## config.mk

```make
export PLATFORM = sky130hd
export DESIGN_NAME = sevenseg_scan_driver
export DESIGN_NICKNAME = d
export VERILOG_FILES = /design/src/rtl/sevenseg_scan_driver.sv
export SDC_FILE = /design/constraint.sdc
export NUM_CORES = 1
export LEC_CHECK = 0
export ABC_AREA = 1
export ABC_CLOCK_PERIOD_IN_PS = 1900
export CORE_MARGIN = 2
export CORE_UTILIZATION = 51
export CTS_CLUSTER_DIAMETER = 150
export CTS_CLUSTER_SIZE = 40
export DETAILED_ROUTE_END_ITERATION = 8
export PLACE_DENSITY_LB_ADDON = 0.08
export SYNTH_ARGS = -nofsm -noshare
export SYNTH_HDL_FRONTEND = slang
export SYNTH_SLANG_ARGS = --single-unit
```

## constraint.sdc

```tcl
create_clock -name clk -period 1.9 [get_ports clk]
set_clock_uncertainty 0.15 [all_clocks]
set_input_delay 0.285 -clock clk [delete_from_list [all_inputs] [get_ports clk]]
set_output_delay 0.285 -clock clk [all_outputs]
set_load 0.01 [all_outputs]
```

## src/rtl/sevenseg_scan_driver.sv

```systemverilog
// sevenseg_scan_driver
//   Multiplexed 4-digit common-anode seven-segment driver. Each digit is lit
//   for CLK_DIV clocks, followed by GAP_CYCLES clocks with every anode off to
//   suppress ghosting. A new value is double-buffered (pending -> shadow) and
//   only reaches the display at a frame boundary, so a frame never tears.
//
// Ports
//   clk          system clock
//   rst          asynchronous reset, active-low
//   value[15:0]  hex value to display, digit 0 = value[3:0] (rightmost)
//   load         one-clock strobe, captures value into pending
//   lz_suppress  1 = blank leading zero digits (digit 0 always shown)
//   blank        1 = all digits dark, scanning continues
//   seg[6:0]     segments {g,f,e,d,c,b,a}, a = bit 0
//   an[3:0]      digit enables, an[i] lights digit i
//   frame_tick   one-clock pulse in the cycle after the frame-boundary edge
//
// state | meaning
// SHOW  | digit d lit (unless blanked) for CLK_DIV clocks
// GAP   | all anodes off for GAP_CYCLES clocks, then advance d
module sevenseg_scan_driver #(
  parameter int CLK_DIV    = 25000,
  parameter int GAP_CYCLES = 500,
  parameter bit ACTIVE_LOW = 1'b1
) (
  input  logic        clk,
  input  logic        rst,
  input  logic [15:0] value,
  input  logic        load,
  input  logic        lz_suppress,
  input  logic        blank,
  output logic [6:0]  seg,
  output logic [3:0]  an,
  output logic        frame_tick
);

  localparam int CNT_MAX = (CLK_DIV > GAP_CYCLES) ? CLK_DIV : GAP_CYCLES;
  localparam int CNT_W   = (CNT_MAX > 1) ? $clog2(CNT_MAX) : 1;

  localparam logic [CNT_W-1:0] SHOW_LAST = CNT_W'(CLK_DIV - 1);
  localparam logic [CNT_W-1:0] GAP_LAST  = CNT_W'(GAP_CYCLES - 1);

  localparam logic [6:0] SEG_OFF = ACTIVE_LOW ? 7'h7F : 7'h00;
  localparam logic [3:0] AN_OFF  = ACTIVE_LOW ? 4'hF  : 4'h0;

  typedef enum logic {
    SHOW = 1'b0,
    GAP  = 1'b1
  } state_t;

  state_t           state_q;
  logic [CNT_W-1:0] cnt_q;
  logic [1:0]       d_q;
  logic [15:0]      pending_q;
  logic [15:0]      shadow_q;
  logic [6:0]       seg_q;
  logic [3:0]       an_q;
  logic             frame_tick_q;

  logic [3:0]       nib;
  logic [6:0]       hex;
  logic             upper_zero;
  logic             blanked;
  logic [6:0]       seg_d;
  logic [3:0]       an_d;

  assign nib = shadow_q[{d_q, 2'b00} +: 4];

  always_comb begin
    hex = 7'h00;
    case (nib)
      4'h0: hex = 7'h3F;
      4'h1: hex = 7'h06;
      4'h2: hex = 7'h5B;
      4'h3: hex = 7'h4F;
      4'h4: hex = 7'h66;
      4'h5: hex = 7'h6D;
      4'h6: hex = 7'h7D;
      4'h7: hex = 7'h07;
      4'h8: hex = 7'h7F;
      4'h9: hex = 7'h6F;
      4'hA: hex = 7'h77;
      4'hB: hex = 7'h7C;
      4'hC: hex = 7'h39;
      4'hD: hex = 7'h5E;
      4'hE: hex = 7'h79;
      4'hF: hex = 7'h71;
      default: hex = 7'h00;
    endcase
  end

  // Digit d is a leading zero when it and every digit above it are zero.
  always_comb begin
    upper_zero = 1'b0;
    case (d_q)
      2'd1: upper_zero = (shadow_q[15:4] == 12'h000);
      2'd2: upper_zero = (shadow_q[15:8] == 8'h00);
      2'd3: upper_zero = (shadow_q[15:12] == 4'h0);
      default: upper_zero = 1'b0;
    endcase
  end

  assign blanked = blank | (lz_suppress & upper_zero);

  always_comb begin
    seg_d = SEG_OFF;
    an_d  = AN_OFF;
    if (state_q == SHOW && !blanked) begin
      seg_d = ACTIVE_LOW ? ~hex : hex;
      an_d  = ACTIVE_LOW ? ~(4'b0001 << d_q) : (4'b0001 << d_q);
    end
  end

  always_ff @(posedge clk or negedge rst) begin
    if (!rst) begin
      state_q      <= SHOW;
      cnt_q        <= '0;
      d_q          <= 2'd0;
      pending_q    <= 16'h0000;
      shadow_q     <= 16'h0000;
      seg_q        <= SEG_OFF;
      an_q         <= AN_OFF;
      frame_tick_q <= 1'b0;
    end else begin
      frame_tick_q <= 1'b0;
      seg_q        <= seg_d;
      an_q         <= an_d;
      if (load) pending_q <= value;
      case (state_q)
        SHOW: begin
          if (cnt_q == SHOW_LAST) begin
            state_q <= GAP;
            cnt_q   <= '0;
          end else begin
            cnt_q <= cnt_q + 1'b1;
          end
        end
        GAP: begin
          if (cnt_q == GAP_LAST) begin
            state_q <= SHOW;
            cnt_q   <= '0;
            d_q     <= d_q + 2'd1;
            if (d_q == 2'd3) begin
              // A load on the boundary edge bypasses pending so it is not
              // delayed by a whole frame.
              shadow_q     <= load ? value : pending_q;
              frame_tick_q <= 1'b1;
            end
          end else begin
            cnt_q <= cnt_q + 1'b1;
          end
        end
        default: begin
          state_q <= SHOW;
          cnt_q   <= '0;
        end
      endcase
    end
  end

  assign seg        = seg_q;
  assign an         = an_q;
  assign frame_tick = frame_tick_q;

endmodule
```

==> metrics, run 1 <==
status finished, final reports clean; die area just under 7000 µm²; DR iter-0 viols 128; root buffer cell clkbuf_8; drt drc 0; Least-Margin Pin Slew roughly 0.43 ns; grt total ovfl 0; Multi-input gate area 1400 µm²; Reg area 1570 µm²; Data required, critical path ~1.5 ns; clock buffer depth 2; Yosys cell types 28; vias per cell 4.95; dominant cells by area after synthesis dfrtp_1, nand2_1, dfstp_2; CTS HTree Levels 3; Final HPWL DP 4.89 mm; antenna diode count 0; Design Area, Final 3900 µm²; final hold violations 0; Worst Slack Setup Final 0.0891 ns; Pwr Total 2.83 mW; VDD IR-drop max 0.468 mV; DR WL/cell about 13 µm; Die Y 82.3 µm; Worst path slowest cell clkdlybuf4s50_1; Place WS 0.132 ns; largest net degree at the start of global routing 30; share of layout cells above drive strength 1 16.5%; CTS tree built; async set or reset register ratio after synthesis 100%; Leak 1.88 nW; R2R Path End seg[0]; initial antenna violation count 0; FILL cells slightly below 500; r2r setup slk 0.15 ns; final worst path period need 1.81 ns; worst reg2reg path depth 11; final wirelength around 6.6 mm; ys flop type dfrtp_1; cts bufs inserted 9; Starting Density 52.7%; fin. max-slew vios 0; Worst Hold Class in -> async; routability cong. 0.938; P per Cell Area 724 nW/µm²; Yosys Warn Count 0; cell breakdown of the critical path clkdlybuf4s50_1; crit-path max cell delay roughly 0.53 ns; Die Wd 82.3 µm; Buf/Inv on CP 1; fin crit share 95.3%; Worst Setup Start Kind flop; CTS Sinks 62; placed inst area about 3600 µm²; row count 28; syn avg cell area 8.40 µm²; TritonRoute pass-1 iters 4; Nets 458; I/O pins 33; first-pass GRT wire length 11.5 mm; Slew HR 71.6%; Vias 2500; crit path max fanout 1; all-layer global routing usage a little under a quarter; number of synthesized flops with an enable pin 0; post-synth top area share 40.9%; mapped cell area roughly 3100 µm²; max cap viols 0; Placed Instances 488; Achievable Freq 552 MHz; CP Capture Type primary output; final setup vio count 0; Setup CP Type reg -> out; IO Port Bufs 32; worst reg2reg startpoint d_q[0]; clk slew on worst S/H paths 0.07 ns; final cell count without fillers 505; Layout area overhead 24.9%; Skew-Pair Late Insertion Delay 0.33 ns; Core ar. 5920 µm²; cell family with most CP delay buffers and inverters; number of global-route vias before repair 2657; Final Util 65.9%; register bit total from synthesis 62; Mapped Nets 404; Synth Instances around 370; biggest area consumer among synthesized cells dfrtp_1; Arr. time, crit path around 1.4 ns; post-route ant nets 0; sequential area share after synthesis 50.1%
[layer usage]
layer  track usage [%]  part of all wire (%)  vias to the layer above
met3              5.00                   3.1                        8
met5                 0                     0                        -
li1                  -                     -                     1283
met1              24.9                    44                     1169
met2              39.9                    52                       40
met4              13.3                   1.2                        0
[Yosys cell counts, types with 4 or more instances]
library cell	count
nand2_1	137
dfrtp_1	51
nor2_1	36
inv_1	34
nand3_1	29
mux2_2	16
nor3_1	12
dfstp_2	11
ha_1	11
a21oi_1	5
xor2_1	5
buf_2	4
nand4_1	4
[metrics by stage]
| stage | hold slack (ns) | TNS [ns] |
|---|---|---|
| 3_5_place_dp | 0.101 | 0 |
| 6_report | 0.263 | 0 |
| 2_1_floorplan | -0.161 | 0 |
| 4_1_cts | 0.276 | 0 |
| 3_3_place_gp | 0.0939 | 0 |
| 5_1_grt | 0.299 | -0.0310 |
[logic make-up (layout without fill, tap and decap cells)]
kind of cell,Yosys count,in the layout,share of synthesized area (%)
XOR/XNOR,5,5,1.40
flip-flops,62,62,50.1
buffers and inverters,41,99,5.45
AO/OA/AOI/OAI,8,8,1.32
multiplexers,16,16,5.77
adder cells (fa/ha/maj),11,11,4.41
AND/OR/NAND/NOR,229,229,31.5
[what timing repair did]
action,4_1_cts,5_1_grt
hold buffers,1,0
setup buffers,0,1
hold endpoints to repair,6,0
gates resized for setup,0,6
endpoints found under the setup margin,0,8
[layout make-up]
| class | instances | area share (%) |
|---|---|---|
| sequential | 62 | 40.1 |
| multi-input combinational | 269 | 35.8 |
| timing repair buffer | 49 | 12.5 |
| clock buffer | 12 | 3.98 |
| inverter | 35 | 3.43 |
| tap | 75 | 2.41 |
| clock inverter | 3 | 1.73 |
[worst max-delay path by stage]
stage	from	endpoint	slack [ns]	cells past startpoint
floorplan	d_q[1]	seg[0]	0.14	10
global placement	d_q[0]	seg[5]	0.14	10
detailed placement	d_q[0]	seg[5]	0.13	10
CTS	seg[1]	seg[1]	0.07	1
global route	d_q[0]	seg[5]	-0.03	10
finish	seg[1]	seg[1]	0.09	1
[cell usage in the layout (no fill, tap or decap), types with 12 or more instances in the layout]
master / n
inv_1: 34
buf_4: 12
nor2_1: 36
mux2_2: 16
dfrtp_1: 51
clkdlybuf4s50_1: 31
nand2_1: 135
nor3_1: 12
nand3_1: 28
[flip-flops by register name (all words and copies together), names as in the netlist]
| signal | cells |
|---|---|
| shadow_q | 16 |
| d_q | 2 |
| an | 4 |
| cnt_q | 15 |
| pending_q | 16 |
| state_q | 1 |
| frame_tick | 1 |
| seg | 7 |
[power breakdown]
| group | internal [mW] | switching [mW] | total (mW) |
|---|---|---|---|
| Clock | 0.804 | 0.494 | 1.30 |
| Combinational | 0.0887 | 0.0665 | 0.155 |
| Sequential | 1.36 | 0.00878 | 1.37 |
(Power assumes the default switching activity.)
==> run 2, diff against run 1 <==
--- a/config.mk
+++ b/config.mk
@@ -9,9 +9,10 @@
 export ABC_CLOCK_PERIOD_IN_PS = 1900
 export CORE_MARGIN = 2
 export CORE_UTILIZATION = 51
-export CTS_CLUSTER_DIAMETER = 150
+export CTS_CLUSTER_DIAMETER = 40
 export CTS_CLUSTER_SIZE = 40
 export DETAILED_ROUTE_END_ITERATION = 8
+export GPL_TIMING_DRIVEN = 0
 export PLACE_DENSITY_LB_ADDON = 0.08
 export SYNTH_ARGS = -nofsm -noshare
 export SYNTH_HDL_FRONTEND = slang
==> run 2 against run 1 <==
Net effect:
- maximum frequency is 0.59% lower
- worst hold slack got worse by 0.069 ns
- worst setup slack lost 0.011 ns
- clock-buffer cell count shrank 3
- total power shrank 4.2%
==> metrics, run 2 (same netlist as run 1, synthesis figures left out) <==
status finished, final reports clean; Vias 2557 (+2.3%); WHS 0.194 ns (-0.0695 ns); Arr. time, crit path 1.39 ns (about the same); drt drc 0 (unchanged); Worst path depth 1 (unchanged); fin crit share 95.9% (+0.56 points); first-pass GRT wire length 10.9 mm (-6.0%); row count 28 (unchanged); CTS HTree Levels 3 (unchanged); hold depth 2; Layout area overhead 23.6%; Least-Margin Pin Slew 0.715 ns (+0.289 ns); die area 6770 µm² (unchanged); biggest regs pending_q x16, shadow_q x16, cnt_q x15; antenna diode count 0 (unchanged); CTS tree built; CTS Sinks 62 (unchanged); initial antenna violation count 0 (unchanged); vias per cell 5.10 (+3.1%); Die Wd 82.3 µm (unchanged); largest net degree at the start of global routing 33 (+10%); Leak 1.85 nW (-1.8%); post-route ant nets 0 (unchanged); cts bufs inserted 9 (unchanged); root buffer cell clkbuf_8; Worst Hold Class in -> reg; all-layer global routing usage 21.3% (-1.4 points); P per Cell Area 701 nW/µm² (-3.2%); grt total ovfl 0 (unchanged); Data required, critical path 1.46 ns (about the same); most common cell after layout, fill and taps aside nand2_1; cell family with most CP delay buffers and inverters; final worst path period need 1.82 ns (+0.0107 ns); DR WL/cell 13.1 µm (+0.69%); Skew-Pair Late Insertion Delay 0.35 ns (+0.02 ns); Setup TNS 0 ns (unchanged); TritonRoute pass-1 iters 4 (unchanged); unrepaired setup endpoints after global routing false; crit-path max cell delay 0.53 ns (about the same); worst reg2reg path depth 11 (unchanged); Buf/Inv on CP 1 (unchanged); final setup vio count 0 (unchanged); crit path max fanout 1 (unchanged); Worst Setup Start Kind flop; I/O pins 33 (unchanged); Final HPWL DP 4.62 mm (-5.5%); Setup CP Type reg -> out; number of global-route vias before repair 2423 (-8.8%); clk slew on worst S/H paths 0.08 ns (about the same); fin. max-slew vios 0 (unchanged); VDD IR-drop max 0.468 mV (+0.16%); final hold violations 0 (unchanged); Nets 453 (-1.1%); Worst path slowest cell clkdlybuf4s50_1; Slew HR 52.3% (-19 points); DR iter-0 viols 117 (-8.6%); Achievable Freq 549 MHz (-0.59%); Core ar. 5920 µm² (unchanged); IO Port Bufs 31 (-3.1%); cell breakdown of the critical path clkdlybuf4s50_1; Starting Density 52.7% (unchanged); final wirelength 6.55 mm (-0.11%); CP Capture Type primary output; most frequent cells in the layout nand2_1, dfrtp_1, nor2_1, inv_1, clkdlybuf4s50_1; routability cong. 0.893 (-4.8%); share of layout cells above drive strength 1 18.5% (+2.0 points); max cap viols 0 (unchanged); clock buffer depth 2 (unchanged); Die Y 82.3 µm (unchanged)
==> run 2: per-layer routing <==
layer | routed length, µm | GRT usage (%)
met5 | 0 | 0
met4 | 119 | 11.2
met3 | 285 | 4.02
met2 | 3360 | 36.0
met1 | 2780 | 25.6
==> run 2: report_power, final <==
part           switching [mW]  internal (mW)  leakage [nW]
logic                  0.0638         0.0830          1.06
clock network           0.569          0.621         0.100
registers             0.00896           1.36         0.690
total                   0.642           2.07          1.85
==> run 2: what timing repair did <==
action	4_1_cts	5_1_grt
hold endpoints to repair	21	0
hold buffers	1	0
endpoints found under the setup margin	6	28
resized for setup	2	20
pin swaps	0	3
cloned	0	1
setup buffers	0	4
==> run 2: cell type report <==
cell class,count,area (µm²)
clock buffer,9,124
clock inverter,7,81.3
multi-input combinational,269,1440
buffer,6,45.0
timing repair buffer,38,370
inverter,35,136
sequential,62,1570
fill,514,2060
tap,75,93.8
==> run 2: metrics by stage <==
| stage | total power, mW | setup slack, ns | utilization, % | std cells | instance area [µm²] |
|---|---|---|---|---|---|
| final | 2.71 | 0.0784 | 65.2 | 501 | 3860 |
| after global routing | 2.82 | 0.00392 | 65.2 | 501 | 3860 |
| after CTS | 2.73 | 0.00980 | 63.5 | 496 | 3760 |
| after detailed placement | 1.55 | -0.102 | 59.8 | 479 | 3540 |
| after global placement | 1.54 | -1.55 | 59.6 | 478 | 3530 |
| after floorplan | 1.45 | 0.139 | - | 372 | 3120 |
==> run 2: path summary, 6_finish.rpt <==
path,start,to,slack [ns]
max,seg[4],seg[4],0.08
min,load,pending_q[2],0.19
max reg2reg,d_q[0],seg[0],0.11
min reg2reg,cnt_q[0],cnt_q[0],0.32
max in group asynchronous,rst,seg[1],0.55
min in group asynchronous,rst,pending_q[9],0.37
==> run 2: worst register-to-register path, cell delays in order (launching register included) <==
cell and delay [ns]:
dfrtp_2 0.45, buf_6 0.14, nand2_1 0.08, nand3_2 0.11, nand2_4 0.10, inv_2 0.06, ha_2 0.19, nand3b_1 0.19
nand3_1 0.11, nand2_1 0.06, inv_1 0.04, nand2_1 0.04
==> run 3, diff against run 2 <==
--- a/config.mk
+++ b/config.mk
@@ -7,12 +7,14 @@
 export LEC_CHECK = 0
 export ABC_AREA = 1
 export ABC_CLOCK_PERIOD_IN_PS = 1900
+export CORE_ASPECT_RATIO = 1.75
 export CORE_MARGIN = 2
 export CORE_UTILIZATION = 51
 export CTS_CLUSTER_DIAMETER = 40
 export CTS_CLUSTER_SIZE = 40
 export DETAILED_ROUTE_END_ITERATION = 8
 export GPL_TIMING_DRIVEN = 0
+export MAX_ROUTING_LAYER = met4
 export PLACE_DENSITY_LB_ADDON = 0.08
 export SYNTH_ARGS = -nofsm -noshare
 export SYNTH_HDL_FRONTEND = slang
==> run 3 against run 2 <==
Net effect:
- total power grew 0.68%
- non-clock buffer count decreased by 2
- flip-flop and latch count unchanged
- first-iteration DRC count decreased by 10%
- worst setup slack lost 0.0020 ns
- combinational power barely moved
- clock power about the same
- utilization rose by 0.31 points
- final cell count rose by 0.20%
- maximum frequency shrank 0.11%
- worst hold slack worse by 0.021 ns
- critical path depth unchanged
==> metrics, run 3 (same netlist as run 1, synthesis figures left out) <==
final setup vio count 0 (unchanged); grt total ovfl 0 (unchanged); Final HPWL DP 5.14 mm (+11%); status finished, final reports clean; VDD IR-drop max 0.509 mV (+8.7%); Data required, critical path 1.46 ns (about the same); Least-Margin Pin Slew 0.650 ns (-0.0650 ns); Layout area overhead 23.4%; drt drc 0 (unchanged); Core ar. 5880 µm² (-0.70%); most frequent cells in the layout nand2_1, dfrtp_1, nor2_1, inv_1, clkdlybuf4s50_1; initial antenna violation count 0 (unchanged); all-layer global routing usage 23.5% (+2.2 points); Worst path slowest cell clkdlybuf4s50_1; cell breakdown of the critical path clkdlybuf4s50_1; unrepaired setup endpoints after global routing true; Arr. time, crit path 1.39 ns (about the same); Worst Slack Setup Final 0.0764 ns (-0.00199 ns); cts bufs inserted 9 (unchanged); IO Port Bufs 31 (unchanged); most common cell after layout, fill and taps aside nand2_1; WHS 0.173 ns (-0.0210 ns); Slew HR 56.3% (+4.0 points); Worst Setup Start Kind flop; share of layout cells above drive strength 1 17.0% (-1.6 points); cell family with most CP delay buffers and inverters; largest net degree at the start of global routing 36 (+9.1%); Setup CP Type reg -> out; DR WL/cell 13.5 µm (+3.1%); final worst path period need 1.82 ns (+0.00199 ns); vias per cell 5.03 (-1.4%); Place WS -0.220 ns (-0.117 ns); CTS Sinks 62 (unchanged); final wirelength 6.77 mm (+3.3%); DR iter-0 viols 105 (-10%); clk slew on worst S/H paths 0.06 ns (-0.02 ns); number of global-route vias before repair 2609 (+7.7%); crit path max fanout 1 (unchanged); P per Cell Area 708 nW/µm² (+0.91%); Pwr Total 2.73 mW (+0.68%); TritonRoute pass-1 iters 4 (unchanged); CTS HTree Levels 3 (unchanged); Final Util 65.5% (+0.31 points); Nets 451 (-0.44%); Skew-Pair Late Insertion Delay 0.35 ns (about the same); crit-path max cell delay 0.53 ns (about the same); post-route ant nets 0 (unchanged); row count 37 (+32%); Leak 1.84 nW (-0.40%); fin. max-slew vios 0 (unchanged); CTS tree built; Die Y 108 µm (+31%); antenna diode count 0 (unchanged); final hold violations 0 (unchanged); clock buffer depth 2 (unchanged); first-pass GRT wire length 11.7 mm (+8.0%); Setup TNS 0 ns (unchanged); Achievable Freq 548 MHz (-0.11%); Buf/Inv on CP 1 (unchanged); FILL cells 545 (+6.0%); biggest regs pending_q x16, shadow_q x16, cnt_q x15; routability cong. 0.897 (+0.44%); fin crit share 96.0% (+0.10 points); Worst Hold Class in -> reg; I/O pins 33 (unchanged); max cap viols 0 (unchanged); Vias 2527 (-1.2%); die area 6790 µm² (+0.38%); CP Capture Type primary output; Die Wd 63.2 µm (-23%); Starting Density 53.1% (+0.37 points); root buffer cell clkbuf_8
-- run 3: cell count changes in the layout (fill, tap and decap cells not counted), moves of 2 or more --
| cell | change |
|---|---|
| nand3_2 | -3 |
| nor2_2 | +2 |
| inv_6 | -2 |
| buf_2 | -2 |
| clkbuf_4 | +2 |
| clkbuf_8 | +3 |
| clkinv_4 | -2 |
| clkbuf_1 | +2 |
| nand2_4 | -2 |
| buf_4 | -3 |
| nand3_1 | +3 |
| nand2_2 | +2 |
-- run 3: power breakdown --
part / switching, mW / internal, mW / leakage [nW] / total [mW]
logic: 0.0646 / 0.0827 / 1.05 / 0.147
clock network: 0.490 / 0.716 / 0.107 / 1.21
registers: 0.00902 / 1.36 / 0.690 / 1.37
total: 0.563 / 2.16 / 1.84 / 2.73
-- run 3: layout make-up --
| type | count | area, µm² | area share (%) |
|---|---|---|---|
| sequential | 62 | 1570 | 40.7 |
| multi-input combinational | 269 | 1420 | 36.9 |
| clock buffer | 14 | 173 | 4.48 |
| timing repair buffer | 36 | 370 | 9.61 |
| buffer | 6 | 47.5 | 1.23 |
| tap | 78 | 97.6 | 2.53 |
| clock inverter | 2 | 38.8 | 1.01 |
| inverter | 35 | 136 | 3.54 |
-- run 3: final timing paths --
path,endpoint,startpoint,cells after the start,slack [ns]
hold / removal,pending_q[2],load,2,0.17
setup reg to reg,seg[0],d_q[0],11,0.10
setup / recovery,seg[0],seg[0],1,0.08
max in group asynchronous,seg[2],rst,3,0.57
hold reg to reg,shadow_q[3],shadow_q[3],2,0.34
min in group asynchronous,shadow_q[6],rst,2,0.35
-- run 3: through the flow --
step                cells  instance area (µm²)
floorplan             372                 3120
global placement      481                 3530
detailed placement    482                 3550
CTS                   500                 3780
global route          502                 3850
finish                502                 3850
-- run 3: per-layer routing --
metal	wire [µm]	GRT usage (%)	vias up
met4	225	13.5	0
met2	3920	42.9	54
met5	0	-	-
met3	233	4.71	18
met1	2380	22.5	1186
li1	-	-	1269
-- run 3: repair_timing --
action,4_1_cts,5_1_grt
endpoints found under the hold margin,27,0
pin swaps,1,3
endpoints found under the setup margin,11,29
gates resized for setup,3,14
setup buffers,1,2
hold buffers,1,0
